**src/rtl/bcd_serial_alu_if.sv**
```systemverilog
// Handshake/operand bundle for the digit-serial BCD add/subtract unit.
// master: requester (drives start/sub/a/b); slave: the ALU.
interface bcd_serial_alu_if #(
  parameter int DIGITS = 4
);
  logic                  start;
  logic                  sub;
  logic [4*DIGITS-1:0]   a;
  logic [4*DIGITS-1:0]   b;
  logic                  busy;
  logic                  done;
  logic [4*DIGITS-1:0]   result;
  logic                  neg;
  logic                  carry_out;
  logic                  invalid;

  modport master (
    output start, sub, a, b,
    input  busy, done, result, neg, carry_out, invalid
  );

  modport slave (
    input  start, sub, a, b,
    output busy, done, result, neg, carry_out, invalid
  );
endinterface

```
**src/rtl/bcd_serial_alu.sv**
```systemverilog
// Digit-serial BCD add/subtract, one decimal digit per clock, LSD first.
// Subtraction uses 9's complement of b plus carry-in (10's complement);
// a negative outcome gets a recomplement pass so result is always a magnitude.
// Optional feature: define BCD_ALU_SAT_EN to saturate an overflowing
// addition to all 9s instead of wrapping modulo 10^DIGITS.
module bcd_serial_alu #(
  parameter int DIGITS = 4
) (
  input logic             CLOCK_50,
  input logic             RST,
  bcd_serial_alu_if.slave bus
);
  localparam int W     = 4 * DIGITS;
  localparam int IDX_W = $clog2(DIGITS + 1);

  typedef enum logic [1:0] {S_IDLE, S_CALC, S_NEG, S_DONE} state_t;

  state_t             r_state, w_next;
  logic [W-1:0]       r_a, r_b, r_result;
  logic [IDX_W-1:0]   r_idx;
  logic               r_carry, r_sub, r_neg, r_cout, r_inv, r_done;

  logic [IDX_W+1:0]   w_sh;
  logic [W-1:0]       w_a_sh, w_b_sh, w_r_sh, w_mask, w_new_res;
  logic [3:0]         w_x, w_y;
  logic [4:0]         w_sum;
  logic               w_last_digit, w_finalize;

  // One decimal digit add with correction: returns {carry, digit}.
  function automatic logic [4:0] dec_digit_add(input logic [3:0] x,
                                               input logic [3:0] y,
                                               input logic       c);
    logic [4:0] s;
    s = {1'b0, x} + {1'b0, y} + {4'd0, c};
    if (s > 5'd9) return {1'b1, s[3:0] - 4'd10};
    else          return {1'b0, s[3:0]};
  endfunction

  function automatic logic any_bad_digit(input logic [W-1:0] v);
    logic bad;
    bad = 1'b0;
    for (int i = 0; i < DIGITS; i++)
      if (v[i*4 +: 4] > 4'd9) bad = 1'b1;
    return bad;
  endfunction

  function automatic logic [W-1:0] nines_comp(input logic [W-1:0] v);
    logic [W-1:0] r;
    for (int i = 0; i < DIGITS; i++) r[i*4 +: 4] = 4'd9 - v[i*4 +: 4];
    return r;
  endfunction

  function automatic logic [W-1:0] sat_value();
    logic [W-1:0] r;
    for (int i = 0; i < DIGITS; i++) r[i*4 +: 4] = 4'd9;
    return r;
  endfunction

  // Digit select, shared digit adder and result-digit merge.
  always_comb begin
    w_sh         = {r_idx, 2'b00};
    w_a_sh       = r_a >> w_sh;
    w_b_sh       = r_b >> w_sh;
    w_r_sh       = r_result >> w_sh;
    w_x          = (r_state == S_NEG) ? (4'd9 - w_r_sh[3:0]) : w_a_sh[3:0];
    w_y          = (r_state == S_NEG) ? 4'd0 : w_b_sh[3:0];
    w_sum        = dec_digit_add(w_x, w_y, r_carry);
    w_mask       = W'(4'hF) << w_sh;
    w_new_res    = (r_result & ~w_mask) | (W'(w_sum[3:0]) << w_sh);
    w_last_digit = (r_idx == IDX_W'(DIGITS - 1));
    w_finalize   = (r_idx == IDX_W'(DIGITS));
  end

  // Next-state logic.
  always_comb begin
    w_next = r_state;
    case (r_state)
      S_IDLE: if (bus.start) w_next = S_CALC;
      S_CALC: begin
        if (r_inv)           w_next = S_DONE;
        else if (w_finalize) w_next = (!r_sub || r_carry) ? S_DONE : S_NEG;
      end
      S_NEG:  if (w_last_digit) w_next = S_DONE;
      S_DONE: w_next = S_IDLE;
      default: w_next = S_IDLE;
    endcase
  end

  // State, operand, digit-walk and result/flag registers.
  always_ff @(posedge CLOCK_50 or posedge RST) begin
    if (RST) begin
      r_state  <= S_IDLE;
      r_a      <= '0;
      r_b      <= '0;
      r_result <= '0;
      r_idx    <= '0;
      r_carry  <= 1'b0;
      r_sub    <= 1'b0;
      r_neg    <= 1'b0;
      r_cout   <= 1'b0;
      r_inv    <= 1'b0;
      r_done   <= 1'b0;
    end else begin
      r_state <= w_next;
      r_done  <= (w_next == S_DONE);
      case (r_state)
        S_IDLE: if (bus.start) begin
          r_a      <= bus.a;
          r_b      <= bus.sub ? nines_comp(bus.b) : bus.b;
          r_carry  <= bus.sub;
          r_sub    <= bus.sub;
          r_idx    <= '0;
          r_result <= '0;
          r_neg    <= 1'b0;
          r_cout   <= 1'b0;
          r_inv    <= any_bad_digit(bus.a) | any_bad_digit(bus.b);
        end
        S_CALC: if (!r_inv) begin
          if (w_finalize) begin
            if (!r_sub) begin
              r_cout <= r_carry;
`ifdef BCD_ALU_SAT_EN
              if (r_carry) r_result <= sat_value();
`endif
            end else if (!r_carry) begin
              // No end-around carry: a < b, recomplement the 9's form.
              r_neg   <= 1'b1;
              r_idx   <= '0;
              r_carry <= 1'b1;
            end
          end else begin
            r_result <= w_new_res;
            r_carry  <= w_sum[4];
            r_idx    <= r_idx + 1'b1;
          end
        end
        S_NEG: begin
          r_result <= w_new_res;
          r_carry  <= w_sum[4];
          r_idx    <= r_idx + 1'b1;
        end
        default: ;
      endcase
    end
  end

  assign bus.busy      = (r_state != S_IDLE);
  assign bus.done      = r_done;
  assign bus.result    = r_result;
  assign bus.neg       = r_neg;
  assign bus.carry_out = r_cout;
  assign bus.invalid   = r_inv;

endmodule
```
**src/flat_wrapper.sv**
```systemverilog
// flat-port wrapper written by rule: the top's interface ports become plain ports
module bcd_serial_alu_flat 
#(
  parameter int DIGITS = 4
)
  (CLOCK_50, RST, bus_start, bus_sub, bus_a, bus_b, bus_busy, bus_done, bus_result, bus_neg, bus_carry_out, bus_invalid);
  bcd_serial_alu_if #(.DIGITS(DIGITS)) bus_i ();
  input logic CLOCK_50;
  input logic RST;
  input wire logic [$bits(bus_i.start)-1:0] bus_start;
  input wire logic [$bits(bus_i.sub)-1:0] bus_sub;
  input wire logic [$bits(bus_i.a)-1:0] bus_a;
  input wire logic [$bits(bus_i.b)-1:0] bus_b;
  output wire logic [$bits(bus_i.busy)-1:0] bus_busy;
  output wire logic [$bits(bus_i.done)-1:0] bus_done;
  output wire logic [$bits(bus_i.result)-1:0] bus_result;
  output wire logic [$bits(bus_i.neg)-1:0] bus_neg;
  output wire logic [$bits(bus_i.carry_out)-1:0] bus_carry_out;
  output wire logic [$bits(bus_i.invalid)-1:0] bus_invalid;
  assign bus_i.start = bus_start;
  assign bus_i.sub = bus_sub;
  assign bus_i.a = bus_a;
  assign bus_i.b = bus_b;
  assign bus_busy = bus_i.busy;
  assign bus_done = bus_i.done;
  assign bus_result = bus_i.result;
  assign bus_neg = bus_i.neg;
  assign bus_carry_out = bus_i.carry_out;
  assign bus_invalid = bus_i.invalid;
  bcd_serial_alu #(.DIGITS(DIGITS)) u_core (.CLOCK_50(CLOCK_50), .RST(RST), .bus(bus_i));
endmodule
```
**config.mk**
```make
export PLATFORM = sky130hd
export DESIGN_NAME = bcd_serial_alu_flat
export DESIGN_NICKNAME = d
export VERILOG_FILES = /design/src/rtl/bcd_serial_alu_if.sv /design/src/rtl/bcd_serial_alu.sv /design/src/flat_wrapper.sv
export SDC_FILE = /design/constraint.sdc
export NUM_CORES = 1
export LEC_CHECK = 0
export ABC_AREA = 1
export BUFFER_PORTS_ARGS = -buffer_cell sky130_fd_sc_hd__buf_4
export CAP_MARGIN = 20
export CORE_AREA = 2 2 80 82
export CTS_CLUSTER_SIZE = 28
export DETAILED_ROUTE_END_ITERATION = 12
export DIE_AREA = 0 0 82 84
export PLACE_DENSITY_LB_ADDON = 0.05
export SLEW_MARGIN = 20
export SYNTH_ARGS = -nofsm -noshare
export SYNTH_HDL_FRONTEND = slang
export SYNTH_SLANG_ARGS = --single-unit
```
**constraint.sdc**
```tcl
create_clock -name CLOCK_50 -period 7.2 [get_ports CLOCK_50]
set_input_delay 1.44 -clock CLOCK_50 [delete_from_list [all_inputs] [get_ports CLOCK_50]]
set_output_delay 1.44 -clock CLOCK_50 [all_outputs]
set_load 0.01 [all_outputs]
```
# After elaboration in Yosys (flattened, before gate mapping)

Index checks and enable logic that the tools add are counted.

Shift operators: 5
Mux-type cells: 47
Add/sub/neg operators: 9
Reduce and logical (&&, ||, !) cells: 12
Bitwise gates (word level): 4
Equality and inequality tests: 15
Magnitude comparators: 9

Operators with widths:

| kind                                                           | count |
|---|---|
| 2-to-1 mux 16 bit                                              | 4 |
| case mux 16 bit (3 select lines)                               | 1 |
| right shift 16 x 5 -> 4 bit                                    | 3 |
| greater-than comparator 4 bit (second input constant)          | 8 |
| 2-to-1 mux 1 bit                                               | 25 |
| subtractor 4 bit (first input constant)                        | 5 |
| AND 16 bit                                                     | 1 |
| inverter 16 bit                                                | 1 |
| bitwise OR 16 bit                                              | 1 |
| left shift 4 x 5 -> 16 bit                                     | 1 |
| left shift 4 x 5 -> 16 bit (first input constant)              | 1 |
| 2-to-1 mux 3 bit                                               | 5 |
| inequality test 2 bit (second input constant)                  | 5 |
| AND reduction 5 bit                                            | 2 |
| case mux 3 bit (3 select lines)                                | 1 |
| 2-to-1 mux 2 bit                                               | 4 |
| 2-to-1 mux 4 bit                                               | 2 |
| case mux 2 bit (4 select lines)                                | 1 |
| AND reduction 4 bit                                            | 2 |
| equality test 2 bit (second input constant)                    | 3 |
| AND reduction 6 bit                                            | 1 |
| adder 4 x 4 -> 5 bit                                           | 1 |
| adder 5 x 1 -> 5 bit                                           | 1 |
| greater-than comparator 5 x 4 -> 1 bit (second input constant) | 1 |
| other kinds (18)                                               | 21 |

Bits in registers: 59

# Depth between registers and ports, before layout

Gate-level depths: netlist of run 1.

Depth in word-level cells: 12
Mapped depth: 18

# Least setup slack after synthesis of run 1

Ideal clock, no wire load.

Path kind: reg2reg
Start: reg u_core.r_idx[0]
End: reg u_core.r_result[1], in the netlist u_core.bus.result[1]
Library setup time: 0.116 ns
Setup slack: 4.366 ns
Cell stages (with the launch flop): 19
Arrival time: 2.718 ns
Path through: dfrtp_1 -> inv_2 -> clkbuf_1 -> nor2_1 -> o22ai_1 -> inv_1 -> ha_1 -> a22o_1 -> ha_1 -> a21oi_1 -> nand2_1 -> nand2_2 -> nand3_4 -> nand2_4 -> nand2_2 -> nand4_1 -> nand2_1 -> nand2_1 -> nand2_1

Word-level cells in the longest chain between the ends: 12
Elaborated cells on any way between the ends: 22
Those cells by class: 4 x add/sub; 1 x order compare; 2 x eq/ne; 5 x shift; 6 x mux; 3 x bitwise; 1 x reduce/logical

RTL lines:

| what                                                                              | RTL line              | RTL |
|---|---|---|
| from (decl)                                                                       | bcd_serial_alu.sv:20  | `logic [IDX_W-1:0] r_idx;` |
| from (signal assigned)                                                            | bcd_serial_alu.sv:134 | `r_idx <= r_idx + 1'b1;` |
| from (signal assigned)                                                            | bcd_serial_alu.sv:140 | `r_idx <= r_idx + 1'b1;` |
| right shift 16 x 5 -> 4 bit                                                       | bcd_serial_alu.sv:64  | `w_r_sh = r_result >> w_sh;` |
| subtractor 4 bit                                                                  | bcd_serial_alu.sv:65  | `w_x = (r_state == S_NEG) ? (4'd9 - w_r_sh[3:0]) : w_a_sh[3:0];` |
| 2-to-1 mux 4 bit                                                                  | bcd_serial_alu.sv:65  |  |
| adder 4 x 4 -> 5 bit                                                              | bcd_serial_alu.sv:34  | `s = {1'b0, x} + {1'b0, y} + {4'd0, c};` |
| adder 5 x 1 -> 5 bit                                                              | bcd_serial_alu.sv:34  |  |
| subtractor 4 bit / greater-than comparator 5 x 4 -> 1 bit (equally long branches) | bcd_serial_alu.sv:35  | `if (s > 5'd9) return {1'b1, s[3:0] - 4'd10};` |
| 2-to-1 mux 5 bit                                                                  | bcd_serial_alu.sv:35  |  |
| left shift 4 x 5 -> 16 bit                                                        | bcd_serial_alu.sv:69  | `w_new_res = (r_result & ~w_mask) \| (W'(w_sum[3:0]) << w_sh);` |
| bitwise OR 16 bit                                                                 | bcd_serial_alu.sv:69  |  |
| 2-to-1 mux 16 bit                                                                 | bcd_serial_alu.sv:119 | `if (w_finalize) begin` |
| 2-to-1 mux 16 bit                                                                 | bcd_serial_alu.sv:118 | `S_CALC: if (!r_inv) begin` |
| case mux 16 bit (3 select lines)                                                  | bcd_serial_alu.sv:106 | `case (r_state)` |
| to (signal assigned)                                                              | bcd_serial_alu.sv:132 | `r_result <= w_new_res;` |
| to (signal assigned)                                                              | bcd_serial_alu.sv:138 | `r_result <= w_new_res;` |
| to (decl)                                                                         | bcd_serial_alu.sv:19  | `logic [W-1:0] r_a, r_b, r_result;` |

Parallel ways exist; a longest one is shown, timed or not. The select of a mux whose other input is x is not followed.
A chain may end at the register's enable or synchronous reset.

# Final worst setup path of run 1

Same ends and word-level chain as after synthesis.

==> run_summary.xml, run 1 <==
<?xml version="1.0" encoding="UTF-8"?>
<metrics>
  <group name="floorplanning">
    <metric name="overall_die_height" unit="um">84</metric>
    <metric name="floorplan.io_pins" unit="">57</metric>
    <metric name="floorplan.initialDensity" unit="">0.602</metric>
    <metric name="die_outline_width" unit="um">82</metric>
    <metric name="dieArea" unit="mm2">0.00689</metric>
    <metric name="rows" unit="">29</metric>
    <metric name="core_box_area" unit="mm2">0.00610</metric>
  </group>
  <group name="worst_setup_path">
    <metric name="crit-reg2reg-launch" unit="">u_core.r_idx[0]</metric>
    <metric name="slowest_delay" unit="ns">1.02</metric>
    <metric name="worst_path_most_repeated_cell" unit="">sky130_fd_sc_hd__nand2_1</metric>
    <metric name="series_of_cell_instances_along_the_critical_path" unit="">inv_2, o21ai_0, o22ai_1, nand2_1, ha_1, a22o_1, ha_1, a21oi_1, nand2_1, nand2_2, nand3_4, nand2_4, nand2_2, nand4_1, nand2_1, nand2_1, nand2_1</metric>
    <metric name="worstReg2RegEnd" unit="">u_core.bus.result[1]</metric>
    <metric name="worstPathRequired" unit="ns">7.44</metric>
    <metric name="crit_buf_inv" unit="">1</metric>
    <metric name="startpoint_type" unit="">flip-flop</metric>
    <metric name="crit_path_max_fanout" unit="">35</metric>
    <metric name="category_of_the_critical_setup_timing_path" unit="">reg -&gt; reg</metric>
    <metric name="category_of_the_worst_setup_path_capture_point" unit="">flip-flop</metric>
    <metric name="r2r_slack" unit="ns">3.20</metric>
    <metric name="rr_worst_depth" unit="">17</metric>
    <metric name="crit_path_top_delay_cell" unit="">sky130_fd_sc_hd__dfrtp_1</metric>
    <metric name="critPathArrivalTime" unit="ns">4.24</metric>
    <metric name="timing.critical_path.max_delay_family" unit="">flip-flops</metric>
  </group>
  <group name="drt">
    <metric name="postRouteWirelength" unit="um">8860</metric>
    <metric name="post_drt_wl_per_cell" unit="um">14.6</metric>
    <metric name="initialDrtViolationCount" unit="">242</metric>
    <metric name="number_of_routed_nets_with_antenna_violations" unit="">0</metric>
    <metric name="via_count" unit="">3404</metric>
    <metric name="drc_errors" unit="">0</metric>
    <metric name="dr.pass1.iters" unit="">5</metric>
    <metric name="route.detailed.vias_per_inst" unit="">5.62</metric>
  </group>
  <group name="layout">
    <metric name="areaGrowthSynthToFinish" unit="%">17.7</metric>
    <metric name="finish.net_count" unit="">581</metric>
    <metric name="drive_gt1_frac" unit="">0.187</metric>
    <metric name="postLayoutCellArea" unit="mm2">0.00432</metric>
    <metric name="ff_latch_area" unit="mm2">0.00148</metric>
    <metric name="combined_area_of_the_multi_input_logic_cells" unit="mm2">0.00192</metric>
    <metric name="layout.filler_cells" unit="">511</metric>
    <metric name="layout.cells.most_common_list" unit="">128 x sky130_fd_sc_hd__nand2_1, 59 x sky130_fd_sc_hd__dfrtp_1, 58 x sky130_fd_sc_hd__buf_4</metric>
    <metric name="mostFrequentLayoutCell" unit="">sky130_fd_sc_hd__nand2_1</metric>
    <metric name="layoutNonFillerInstCount" unit="">606</metric>
    <metric name="antenna_cells_inserted" unit="">0</metric>
  </group>
  <group name="timing">
    <metric name="fmax" unit="MHz">250</metric>
    <metric name="final_hold_viol_count" unit="">0</metric>
    <metric name="timing_max_transition_violations_final" unit="">0</metric>
    <metric name="totalNegativeSetupSlack" unit="ns">0</metric>
    <metric name="worst_slew_pin_slew" unit="ns">1.03</metric>
    <metric name="grt_setup_unrepaired" unit="">false</metric>
    <metric name="finalSetupViolCount" unit="">0</metric>
    <metric name="post-route-min-period" unit="ns">4.00</metric>
    <metric name="finClkSkew" unit="ns">0.00938</metric>
    <metric name="max_slew_margin" unit="">0.316</metric>
    <metric name="post_route_clock_period_utilization" unit="">0.556</metric>
  </group>
  <group name="yosys">
    <metric name="synth_edf_count" unit="">0</metric>
    <metric name="primary_ff_master_synth" unit="">sky130_fd_sc_hd__dfrtp_1</metric>
    <metric name="synth.ff_latch_count" unit="">59</metric>
    <metric name="post_synthesis_average_cell_area" unit="um2">7.76</metric>
    <metric name="ys_seq_area_frac" unit="">0.402</metric>
    <metric name="synth_cell_types" unit="">39</metric>
    <metric name="syn_inst" unit="">473</metric>
    <metric name="synth_area" unit="mm2">0.00367</metric>
    <metric name="asyncSetResetFlopFracSynth" unit="">1.00</metric>
    <metric name="postSynthNetCount" unit="">530</metric>
    <metric name="synth-warning-count" unit="">0</metric>
  </group>
  <group name="cts">
    <metric name="cts-root-to-sink-buffers" unit="">2</metric>
    <metric name="tritoncts.num_buffers" unit="">9</metric>
    <metric name="worst_skew_pair.late_latency" unit="ns">0.35</metric>
    <metric name="cts_setup_buffers" unit="">0</metric>
    <metric name="worst_setup_hold_path_clk_slew" unit="ns">0.07</metric>
    <metric name="clock_sinks" unit="">59</metric>
    <metric name="postCtsResizedCells" unit="">0</metric>
    <metric name="clockRootBuffer" unit="">sky130_fd_sc_hd__clkbuf_8</metric>
    <metric name="ctsHoldBuffers" unit="">0</metric>
    <metric name="cts_tree" unit="">done</metric>
    <metric name="ctsHtreeMaxLevel" unit="">3</metric>
  </group>
  <group name="global_route">
    <metric name="antenna_found_initial" unit="">0</metric>
    <metric name="grt_max_degree" unit="">60</metric>
    <metric name="grt_usage" unit="">0.281</metric>
    <metric name="first_pass_grt_wire_length" unit="um">15100</metric>
    <metric name="first_global_vias" unit="">3314</metric>
    <metric name="total_congestion_overflow" unit="">0</metric>
  </group>
  <group name="placement">
    <metric name="place.port_buffers" unit="">56</metric>
    <metric name="total_placed_instance_area" unit="mm2">0.00409</metric>
    <metric name="detailedPlacementHpwl" unit="um">6370</metric>
    <metric name="gpl.final_weighted_congestion" unit="">0.870</metric>
    <metric name="placed_cells" unit="">590</metric>
  </group>
  <group name="flow_run">
    <metric name="max_cap_violations" unit="">0</metric>
  </group>
  <group name="worst_hold_path">
    <metric name="hold_class" unit="">reg -&gt; reg</metric>
    <metric name="hold_path_end" unit="">u_core.r_a[12]</metric>
    <metric name="timing.hold.worst.start" unit="">u_core.r_a[12]</metric>
    <metric name="min_path_cells" unit="">2</metric>
  </group>
  <group name="run_status">
    <metric name="outcome" unit="">finished, final reports clean</metric>
  </group>
</metrics>
cell type report:
type,count,share of cell area
Clock buffer,12,0.0359
Clock inverter,4,0.0168
Inverter,44,0.0382
Multi-Input combinational cell,352,0.444
Sequential cell,59,0.342
Tap cell,77,0.0223
Timing Repair Buffer,58,0.101
layer usage:
metal | track usage | up-vias | part of all wire
met5 | 0 | - | 0
met4 | 0.141 | 0 | 0.029
met3 | 0.0487 | 26 | 0.062
met2 | 0.446 | 136 | 0.48
met1 | 0.364 | 1580 | 0.43
li1 | - | 1662 | -
synth_stat cells (2+ instances only):
cell / instances / share of area
sky130_fd_sc_hd__a21oi_1: 24 / 0.033
sky130_fd_sc_hd__buf_2: 8 / 0.011
sky130_fd_sc_hd__clkbuf_1: 6 / 0.0061
sky130_fd_sc_hd__clkbuf_8: 2 / 0.0075
sky130_fd_sc_hd__dfrtp_1: 59 / 0.40
sky130_fd_sc_hd__fa_1: 2 / 0.011
sky130_fd_sc_hd__ha_1: 19 / 0.065
sky130_fd_sc_hd__inv_1: 36 / 0.037
sky130_fd_sc_hd__inv_2: 7 / 0.0072
sky130_fd_sc_hd__nand2_1: 128 / 0.13
sky130_fd_sc_hd__nand2_2: 3 / 0.0051
sky130_fd_sc_hd__nand2_4: 2 / 0.0061
sky130_fd_sc_hd__nand3_1: 13 / 0.018
sky130_fd_sc_hd__nand3_2: 4 / 0.011
sky130_fd_sc_hd__nand3_4: 2 / 0.0095
sky130_fd_sc_hd__nand4_1: 14 / 0.024
sky130_fd_sc_hd__nor2_1: 41 / 0.042
sky130_fd_sc_hd__nor2_2: 3 / 0.0051
sky130_fd_sc_hd__o211ai_1: 2 / 0.0041
sky130_fd_sc_hd__o21ai_0: 57 / 0.078
sky130_fd_sc_hd__o21ai_1: 10 / 0.014
sky130_fd_sc_hd__o22ai_1: 7 / 0.012
sky130_fd_sc_hd__xnor2_1: 4 / 0.0095
sky130_fd_sc_hd__xor2_1: 5 / 0.012
tightest hold or removal path, delay by kind of cell (launching register included):
kind	cells	cell delay (ns)
flops	1	0.35
simple gates	2	0.10
logic make-up (layout without fill, tap and decap cells):
family,after synthesis,after routing,synth area share
AND/OR/NAND/NOR,211,211,0.257
AO/OA/AOI/OAI,110,110,0.165
buffers and inverters,62,118,0.0747
flip-flops,59,59,0.402
adder cells (fa/ha/maj),21,21,0.0757
XOR/XNOR,10,10,0.0259
how the worst max path moves through the flow:
stage / cells past startpoint / endpoint / slack, ns / startpoint
floorplan: 1 / u_core.bus.carry_out / 4.30 / RST
detailed placement: 16 / u_core.bus.result[9] / 3.34 / u_core.r_idx[0]
global placement: 15 / u_core.bus.result[6] / 3.44 / u_core.r_idx[1]
CTS: 17 / u_core.bus.result[1] / 3.30 / u_core.r_idx[0]
global route: 16 / u_core.bus.result[5] / 2.86 / u_core.r_idx[0]
finish: 17 / u_core.bus.result[1] / 3.20 / u_core.r_idx[0]
flip-flops by register name (all words and copies together), names as in the netlist:
name                  count
u_core.bus.neg            1
u_core.bus.result        16
u_core.r_sub              1
u_core.r_state            2
u_core.bus.carry_out      1
u_core.r_idx              3
u_core.r_carry            1
u_core.bus.done           1
u_core.bus.invalid        1
u_core.r_b               16
u_core.r_a               16
metrics by stage:
stage | util | hold slack, ns | worst slack (ns)
6_report | 0.709 | 0.482 | 3.20
5_1_grt | 0.709 | 0.506 | 2.86
4_1_cts | 0.709 | 0.485 | 3.30
3_5_place_dp | 0.671 | 0.463 | 3.34
3_3_place_gp | 0.671 | 0.462 | 3.44
2_1_floorplan | - | 0.444 | 4.30
Power of run 1 is not shown: default switching activity piles up to over one toggle a cycle in this logic, so the estimate is an artifact.
==> run 2: changes to the inputs <==
ABC_AREA = 0   (was 1)
CORE_AREA = 2 2 87 89   (was 2 2 80 82)
DIE_AREA = 0 0 89 91   (was 0 0 82 84)
clock period = 3.6 ns   (was 7.2 ns; I/O delays follow)
==> run_summary.xml, run 2 <==
<?xml version="1.0" encoding="UTF-8"?>
<metrics>
  <group name="run_status">
    <metric name="outcome" unit="">finished, final reports clean</metric>
  </group>
  <group name="timing">
    <metric name="finClkSkew" unit="ns">0.00949</metric>
    <metric name="fmax" unit="MHz">292</metric>
    <metric name="post_route_clock_period_utilization" unit="">0.951</metric>
    <metric name="post-route-min-period" unit="ns">3.43</metric>
    <metric name="max_slew_margin" unit="">0.377</metric>
    <metric name="final_hold_viol_count" unit="">0</metric>
    <metric name="worst_slew_pin_slew" unit="ns">0.933</metric>
    <metric name="totalNegativeSetupSlack" unit="ns">0</metric>
    <metric name="finalSetupViolCount" unit="">0</metric>
    <metric name="worst_hold_slack" unit="ns">0.481</metric>
    <metric name="timing_max_transition_violations_final" unit="">0</metric>
    <metric name="grt_setup_unrepaired" unit="">false</metric>
  </group>
  <group name="floorplanning">
    <metric name="die_outline_width" unit="um">89</metric>
    <metric name="floorplan.initialDensity" unit="">0.496</metric>
    <metric name="core_box_area" unit="mm2">0.00714</metric>
    <metric name="dieArea" unit="mm2">0.00810</metric>
    <metric name="floorplan.io_pins" unit="">57</metric>
    <metric name="rows" unit="">31</metric>
    <metric name="overall_die_height" unit="um">91</metric>
  </group>
  <group name="drt">
    <metric name="postRouteWirelength" unit="um">8240</metric>
    <metric name="route.detailed.vias_per_inst" unit="">5.41</metric>
    <metric name="dr.pass1.iters" unit="">4</metric>
    <metric name="post_drt_wl_per_cell" unit="um">16.2</metric>
    <metric name="initialDrtViolationCount" unit="">94</metric>
    <metric name="number_of_routed_nets_with_antenna_violations" unit="">0</metric>
    <metric name="drc_errors" unit="">0</metric>
    <metric name="via_count" unit="">2758</metric>
  </group>
  <group name="worst_setup_path">
    <metric name="worstPathRequired" unit="ns">3.81</metric>
    <metric name="category_of_the_critical_setup_timing_path" unit="">reg -&gt; reg</metric>
    <metric name="category_of_the_worst_setup_path_capture_point" unit="">flip-flop</metric>
    <metric name="rr_worst_depth" unit="">11</metric>
    <metric name="worstReg2RegEnd" unit="">u_core.bus.result[9]</metric>
    <metric name="crit_path_max_fanout" unit="">8</metric>
    <metric name="r2r_slack" unit="ns">0.17</metric>
    <metric name="startpoint_type" unit="">flip-flop</metric>
    <metric name="critPathArrivalTime" unit="ns">3.64</metric>
    <metric name="crit-reg2reg-launch" unit="">u_core.r_idx[0]</metric>
  </group>
  <group name="pwr">
    <metric name="power_report.internal_total" unit="mW">2.74</metric>
    <metric name="vdd_ir_drop_max" unit="mV">0.652</metric>
    <metric name="power_frac_comb" unit="">0.624</metric>
    <metric name="power.leakage" unit="nW">1.98</metric>
    <metric name="clkPwrFrac" unit="">0.137</metric>
    <metric name="cell_pwr_density" unit="mW/mm2">1140</metric>
    <metric name="p_sw_frac" unit="">0.447</metric>
    <metric name="p_switching" unit="mW">2.22</metric>
    <metric name="pwr-share-seq" unit="">0.238</metric>
  </group>
  <group name="global_route">
    <metric name="groute.layer.met3.usage" unit="">0.0473</metric>
    <metric name="first_global_vias" unit="">2815</metric>
    <metric name="grt.met2_usage" unit="">0.353</metric>
    <metric name="first_pass_grt_wire_length" unit="um">13800</metric>
    <metric name="total_congestion_overflow" unit="">0</metric>
    <metric name="grt_max_degree" unit="">53</metric>
    <metric name="grtUsageMet1" unit="">0.292</metric>
    <metric name="busiest_layer" unit="">met2</metric>
    <metric name="antenna_found_initial" unit="">0</metric>
    <metric name="grt_usage" unit="">0.221</metric>
  </group>
  <group name="cts">
    <metric name="clockRootBuffer" unit="">sky130_fd_sc_hd__clkbuf_8</metric>
    <metric name="worst_setup_hold_path_clk_slew" unit="ns">0.07</metric>
    <metric name="worst_skew_pair.late_latency" unit="ns">0.34</metric>
    <metric name="cts_tree" unit="">done</metric>
    <metric name="ctsHtreeMaxLevel" unit="">3</metric>
    <metric name="tritoncts.num_buffers" unit="">9</metric>
    <metric name="clock_sinks" unit="">59</metric>
    <metric name="cts-root-to-sink-buffers" unit="">2</metric>
  </group>
  <group name="worst_hold_path">
    <metric name="timing.hold.worst.start" unit="">u_core.r_b[13]</metric>
    <metric name="hold_class" unit="">reg -&gt; reg</metric>
    <metric name="hold_path_end" unit="">u_core.r_b[13]</metric>
    <metric name="min_path_cells" unit="">2</metric>
  </group>
  <group name="yosys">
    <metric name="asyncSetResetFlopFracSynth" unit="">1.00</metric>
    <metric name="ys_seq_area_frac" unit="">0.417</metric>
    <metric name="primary_ff_master_synth" unit="">sky130_fd_sc_hd__dfrtp_1</metric>
    <metric name="synth-warning-count" unit="">0</metric>
    <metric name="synth_cell_types" unit="">56</metric>
    <metric name="postSynthNetCount" unit="">399</metric>
    <metric name="synthTopCellsByArea" unit="">sky130_fd_sc_hd__dfrtp_1 42%, sky130_fd_sc_hd__mux4_2 7.6%, sky130_fd_sc_hd__ha_1 6.7%</metric>
    <metric name="synth_edf_count" unit="">0</metric>
    <metric name="syn_inst" unit="">342</metric>
    <metric name="synth.ff_latch_count" unit="">59</metric>
    <metric name="synth_area" unit="mm2">0.00354</metric>
    <metric name="post_synthesis_average_cell_area" unit="um2">10.4</metric>
    <metric name="synth_top_cells_by_count" unit="">59 x sky130_fd_sc_hd__dfrtp_1, 49 x sky130_fd_sc_hd__nand2_1, 42 x sky130_fd_sc_hd__o21ai_0, 22 x sky130_fd_sc_hd__inv_1, 19 x sky130_fd_sc_hd__ha_1</metric>
    <metric name="synth.top_cell.area_share" unit="">0.417</metric>
    <metric name="yosys.cell_count.top_type" unit="">sky130_fd_sc_hd__dfrtp_1</metric>
    <metric name="netlist.top_cell.by_area" unit="">sky130_fd_sc_hd__dfrtp_1</metric>
  </group>
  <group name="placement">
    <metric name="gpl.final_weighted_congestion" unit="">0.834</metric>
    <metric name="detailedPlacementHpwl" unit="um">6380</metric>
    <metric name="placed_cells" unit="">493</metric>
    <metric name="place.port_buffers" unit="">56</metric>
  </group>
  <group name="layout">
    <metric name="finish.net_count" unit="">463</metric>
    <metric name="drive_gt1_frac" unit="">0.309</metric>
    <metric name="areaGrowthSynthToFinish" unit="%">22.3</metric>
    <metric name="antenna_cells_inserted" unit="">0</metric>
    <metric name="layoutNonFillerInstCount" unit="">510</metric>
    <metric name="layout.cells.most_common_list" unit="">66 x sky130_fd_sc_hd__buf_4, 57 x sky130_fd_sc_hd__dfrtp_1, 49 x sky130_fd_sc_hd__nand2_1</metric>
    <metric name="mostFrequentLayoutCell" unit="">sky130_fd_sc_hd__buf_4</metric>
  </group>
  <group name="flow_run">
    <metric name="max_cap_violations" unit="">0</metric>
  </group>
</metrics>
run 2: repair_timing:
item	CTS	global route
hold endpoints to repair	0	0
endpoints found under the setup margin	0	10
gates resized for setup	0	7
setup buffers	0	1
hold buffers	0	0
run 2: how the worst max path moves through the flow:
stage	start	slack, ns	endpoint	cells after the start
CTS	u_core.r_idx[0]	0.02	u_core.bus.result[10]	13
global route	u_core.r_idx[0]	0.02	u_core.bus.result[6]	13
floorplan	u_core.r_idx[0]	0.08	u_core.bus.result[10]	13
detailed placement	u_core.r_idx[0]	0.03	u_core.bus.result[10]	13
global placement	u_core.r_idx[0]	0.10	u_core.bus.result[2]	13
finish	u_core.r_idx[0]	0.17	u_core.bus.result[9]	11
run 2: final cells by class:
cell class | instances | area [um2]
multi-input cells | 245 | 1910
well taps | 99 | 124
inverters | 24 | 90.1
clock inverters | 7 | 100
fillers | 650 | 2800
clock buffers | 9 | 124
flip-flops and latches | 59 | 1480
repair buffers | 67 | 507
run 2: per-layer routing:
metal  vias up  routed length [um]
met5         -                   0
met4         0                 165
met3        12                 314
met2        63                4080
met1      1328                3680
li1       1355                   -
run 2: through the flow:
| stage | utilization | power, mW | instance area (um2) | worst slack (ns) |
|---|---|---|---|---|
| 4_1_cts | 0.603 | 4.93 | 4300 | 0.0217 |
| 5_1_grt | 0.607 | 5.35 | 4330 | 0.0180 |
| 3_5_place_dp | 0.572 | 4.23 | 4080 | 0.0283 |
| 6_report | 0.607 | 4.96 | 4330 | 0.175 |
| 2_1_floorplan | - | 3.41 | 3540 | 0.0803 |
| 3_3_place_gp | 0.572 | 4.17 | 4080 | 0.105 |
run 2: power groups by stage:
stage,Clock [mW],Sequential (mW),Combinational [mW]
global placement,0,1.19,2.99
detailed placement,0,1.19,3.04
global route,0.723,1.21,3.41
CTS,0.696,1.18,3.05
finish,0.681,1.18,3.10
floorplan,0,1.11,2.30
run 2: critical path: stages (launching register included):
cell	delay (ns)
sky130_fd_sc_hd__dfrtp_2	0.44
sky130_fd_sc_hd__buf_4	0.17
sky130_fd_sc_hd__mux4_2	0.54
sky130_fd_sc_hd__nand2_1	0.09
sky130_fd_sc_hd__ha_1	0.23
sky130_fd_sc_hd__a22o_1	0.24
sky130_fd_sc_hd__ha_2	0.43
sky130_fd_sc_hd__nor2_1	0.07
sky130_fd_sc_hd__a21oi_2	0.16
sky130_fd_sc_hd__mux2_2	0.36
sky130_fd_sc_hd__a221oi_2	0.43
sky130_fd_sc_hd__o21ai_1	0.13
run 2: cell families (layout without fill, tap and decap cells):
| logic type | count (synthesis) | count (layout) | synth area share |
|---|---|---|---|
| fa+ha+maj | 21 | 21 | 0.0784 |
| xor+xnor | 10 | 10 | 0.0268 |
| simple gates | 92 | 92 | 0.123 |
| buf+inv | 38 | 107 | 0.0484 |
| compound gates | 86 | 86 | 0.156 |
| flops | 59 | 59 | 0.417 |
| mux | 36 | 36 | 0.150 |
No activity file was read; power rests on OpenSTA's default activity.
==> run 3: changes to the inputs <==
--- a/config.mk
+++ b/config.mk
@@ -6,11 +6,11 @@
 export NUM_CORES = 1
 export LEC_CHECK = 0
-export ABC_AREA = 0
+export ABC_AREA = 1
 export BUFFER_PORTS_ARGS = -buffer_cell sky130_fd_sc_hd__buf_4
 export CAP_MARGIN = 20
-export CORE_AREA = 2 2 87 89
+export CORE_AREA = 2 2 88 90
 export CTS_CLUSTER_SIZE = 28
 export DETAILED_ROUTE_END_ITERATION = 12
-export DIE_AREA = 0 0 89 91
+export DIE_AREA = 0 0 90 92
 export PLACE_DENSITY_LB_ADDON = 0.05
 export SLEW_MARGIN = 20
==> constraint.sdc (replaced) <==
create_clock -name CLOCK_50 -period 3.6 [get_ports CLOCK_50]
set_input_delay 0.18 -clock CLOCK_50 [delete_from_list [all_inputs] [get_ports CLOCK_50]]
set_output_delay 0.18 -clock CLOCK_50 [all_outputs]
set_load 0.01 [all_outputs]
==> run_summary.xml, run 3 (same netlist as run 1, synthesis figures left out) <==
<?xml version="1.0" encoding="UTF-8"?>
<metrics>
  <group name="run_status">
    <metric name="outcome" unit="">finished, final reports clean</metric>
  </group>
  <group name="floorplanning">
    <metric name="die_outline_width" unit="um">90</metric>
    <metric name="rows" unit="">32</metric>
    <metric name="floorplan.initialDensity" unit="">0.493</metric>
    <metric name="dieArea" unit="mm2">0.00828</metric>
    <metric name="core_box_area" unit="mm2">0.00745</metric>
    <metric name="floorplan.io_pins" unit="">57</metric>
    <metric name="overall_die_height" unit="um">92</metric>
  </group>
  <group name="placement">
    <metric name="detailedPlacementHpwl" unit="um">6780</metric>
    <metric name="gpl.final_weighted_congestion" unit="">0.925</metric>
    <metric name="dp_worst_setup_slack" unit="ns">0.387</metric>
    <metric name="place.port_buffers" unit="">56</metric>
  </group>
  <group name="global_route">
    <metric name="grtUsageMet1" unit="">0.308</metric>
    <metric name="groute.layer.met3.usage" unit="">0.0657</metric>
    <metric name="first_global_vias" unit="">3303</metric>
    <metric name="total_congestion_overflow" unit="">0</metric>
    <metric name="busiest_layer" unit="">met2</metric>
    <metric name="grt_usage" unit="">0.241</metric>
    <metric name="grt.met2_usage" unit="">0.400</metric>
    <metric name="grt_max_degree" unit="">36</metric>
    <metric name="first_pass_grt_wire_length" unit="um">15900</metric>
    <metric name="antenna_found_initial" unit="">0</metric>
  </group>
  <group name="layout">
    <metric name="finish.net_count" unit="">587</metric>
    <metric name="layout.cells.most_common_list" unit="">128 x sky130_fd_sc_hd__nand2_1, 63 x sky130_fd_sc_hd__buf_4, 59 x sky130_fd_sc_hd__dfrtp_1</metric>
    <metric name="areaGrowthSynthToFinish" unit="%">19.8</metric>
    <metric name="drive_gt1_frac" unit="">0.196</metric>
    <metric name="mostFrequentLayoutCell" unit="">sky130_fd_sc_hd__nand2_1</metric>
    <metric name="antenna_cells_inserted" unit="">0</metric>
  </group>
  <group name="drt">
    <metric name="dr.pass1.iters" unit="">5</metric>
    <metric name="post_drt_wl_per_cell" unit="um">14.6</metric>
    <metric name="via_count" unit="">3358</metric>
    <metric name="postRouteWirelength" unit="um">9290</metric>
    <metric name="number_of_routed_nets_with_antenna_violations" unit="">0</metric>
    <metric name="initialDrtViolationCount" unit="">184</metric>
    <metric name="route.detailed.vias_per_inst" unit="">5.27</metric>
    <metric name="drc_errors" unit="">0</metric>
  </group>
  <group name="cts">
    <metric name="postCtsResizedCells" unit="">0</metric>
    <metric name="cts-root-to-sink-buffers" unit="">2</metric>
    <metric name="worst_skew_pair.late_latency" unit="ns">0.36</metric>
    <metric name="worst_setup_hold_path_clk_slew" unit="ns">0.09</metric>
    <metric name="cts_setup_buffers" unit="">0</metric>
    <metric name="tritoncts.num_buffers" unit="">9</metric>
    <metric name="ctsHtreeMaxLevel" unit="">3</metric>
    <metric name="clockRootBuffer" unit="">sky130_fd_sc_hd__clkbuf_8</metric>
    <metric name="clock_sinks" unit="">59</metric>
    <metric name="cts_tree" unit="">done</metric>
  </group>
  <group name="worst_setup_path">
    <metric name="category_of_the_worst_setup_path_capture_point" unit="">flip-flop</metric>
    <metric name="crit_path_max_fanout" unit="">10</metric>
    <metric name="worstPathRequired" unit="ns">3.85</metric>
    <metric name="r2r_slack" unit="ns">0.35</metric>
    <metric name="category_of_the_critical_setup_timing_path" unit="">reg -&gt; reg</metric>
    <metric name="critPathArrivalTime" unit="ns">3.50</metric>
    <metric name="startpoint_type" unit="">flip-flop</metric>
  </group>
  <group name="timing">
    <metric name="grt_setup_unrepaired" unit="">false</metric>
    <metric name="finalSetupViolCount" unit="">0</metric>
    <metric name="worst_slew_pin_slew" unit="ns">0.705</metric>
    <metric name="worst_hold_slack" unit="ns">0.00836</metric>
    <metric name="max_slew_margin" unit="">0.529</metric>
    <metric name="post_route_clock_period_utilization" unit="">0.903</metric>
    <metric name="fmax" unit="MHz">308</metric>
    <metric name="final_hold_viol_count" unit="">0</metric>
    <metric name="setup_ws" unit="ns">0.350</metric>
    <metric name="totalNegativeSetupSlack" unit="ns">0</metric>
    <metric name="timing_max_transition_violations_final" unit="">0</metric>
    <metric name="finClkSkew" unit="ns">0.0181</metric>
    <metric name="post-route-min-period" unit="ns">3.25</metric>
  </group>
  <group name="flow_run">
    <metric name="max_cap_violations" unit="">0</metric>
  </group>
  <group name="worst_hold_path">
    <metric name="hold_class" unit="">in -&gt; reg</metric>
  </group>
</metrics>
==> run 3: cell types whose count changed in the layout (fill, tap and decap cells not counted), moves of 10 or more <==
cell	change
sky130_fd_sc_hd__a21oi_1	+18
sky130_fd_sc_hd__inv_1	+14
sky130_fd_sc_hd__mux2_2	-18
sky130_fd_sc_hd__mux4_2	-12
sky130_fd_sc_hd__nand2_1	+79
sky130_fd_sc_hd__nand2b_1	-10
sky130_fd_sc_hd__nand3_1	+12
sky130_fd_sc_hd__nand4_1	+11
sky130_fd_sc_hd__nor2_1	+31
sky130_fd_sc_hd__o21ai_0	+15
==> run 3: path summary, 6_finish.rpt <==
path | start | endpoint | cells past startpoint
setup / recovery | u_core.r_idx[1] | u_core.bus.result[1] | 17
max in group asynchronous | RST | u_core.r_b[6] | 4
hold / removal | bus_a[12] | u_core.r_a[12] | 3
setup reg to reg | u_core.r_idx[1] | u_core.bus.result[1] | 17
min in group asynchronous | RST | u_core.bus.result[5] | 3
hold reg to reg | u_core.r_a[11] | u_core.r_a[11] | 2
==> run 3: layer usage <==
layer / up-vias / wire (um)
met1: 1577 / 4160
met4: 0 / 108
met5: - / 0
met3: 10 / 495
li1: 1677 / -
met2: 94 / 4530
==> run 3: what timing repair did <==
item	4_1_cts	5_1_grt
hold buffers	1	0
endpoints found under the hold margin	33	0
endpoints found under the setup margin	0	0
==> run 3: per-stage QoR <==
stage / area [um2] / utilization / cells
2_1_floorplan: 3670 / - / 473
3_3_place_gp: 4160 / 0.559 / 620
3_5_place_dp: 4160 / 0.559 / 620
4_1_cts: 4400 / 0.590 / 637
5_1_grt: 4400 / 0.590 / 637
6_report: 4400 / 0.590 / 637
==> run 3: critical path: stages, from the launching register on <==
cell and delay (ns):
sky130_fd_sc_hd__dfrtp_1 0.49, sky130_fd_sc_hd__nor2_2 0.36, sky130_fd_sc_hd__o21ai_0 0.15, sky130_fd_sc_hd__o22ai_1 0.21
sky130_fd_sc_hd__inv_1 0.08, sky130_fd_sc_hd__ha_1 0.29, sky130_fd_sc_hd__a22o_1 0.23, sky130_fd_sc_hd__ha_1 0.35
sky130_fd_sc_hd__a21oi_1 0.24, sky130_fd_sc_hd__nand2_1 0.09, sky130_fd_sc_hd__nand2_2 0.09, sky130_fd_sc_hd__nand3_4 0.13
sky130_fd_sc_hd__nand2_4 0.10, sky130_fd_sc_hd__nand2_2 0.07, sky130_fd_sc_hd__nand4_1 0.08, sky130_fd_sc_hd__nand2_1 0.06
sky130_fd_sc_hd__nand2_1 0.05, sky130_fd_sc_hd__nand2_1 0.05
==> run 3: cell type report <==
type                            count  area (um2)
Fill cell                         717        3050
Multi-Input combinational cell    352        1920
Sequential cell                    59        1480
Timing Repair Buffer               64         483
Inverter                           44         165
Tap cell                          102         128
Clock buffer                        9         124
Clock inverter                      7         100
Power of run 3 is left out for the same reason.
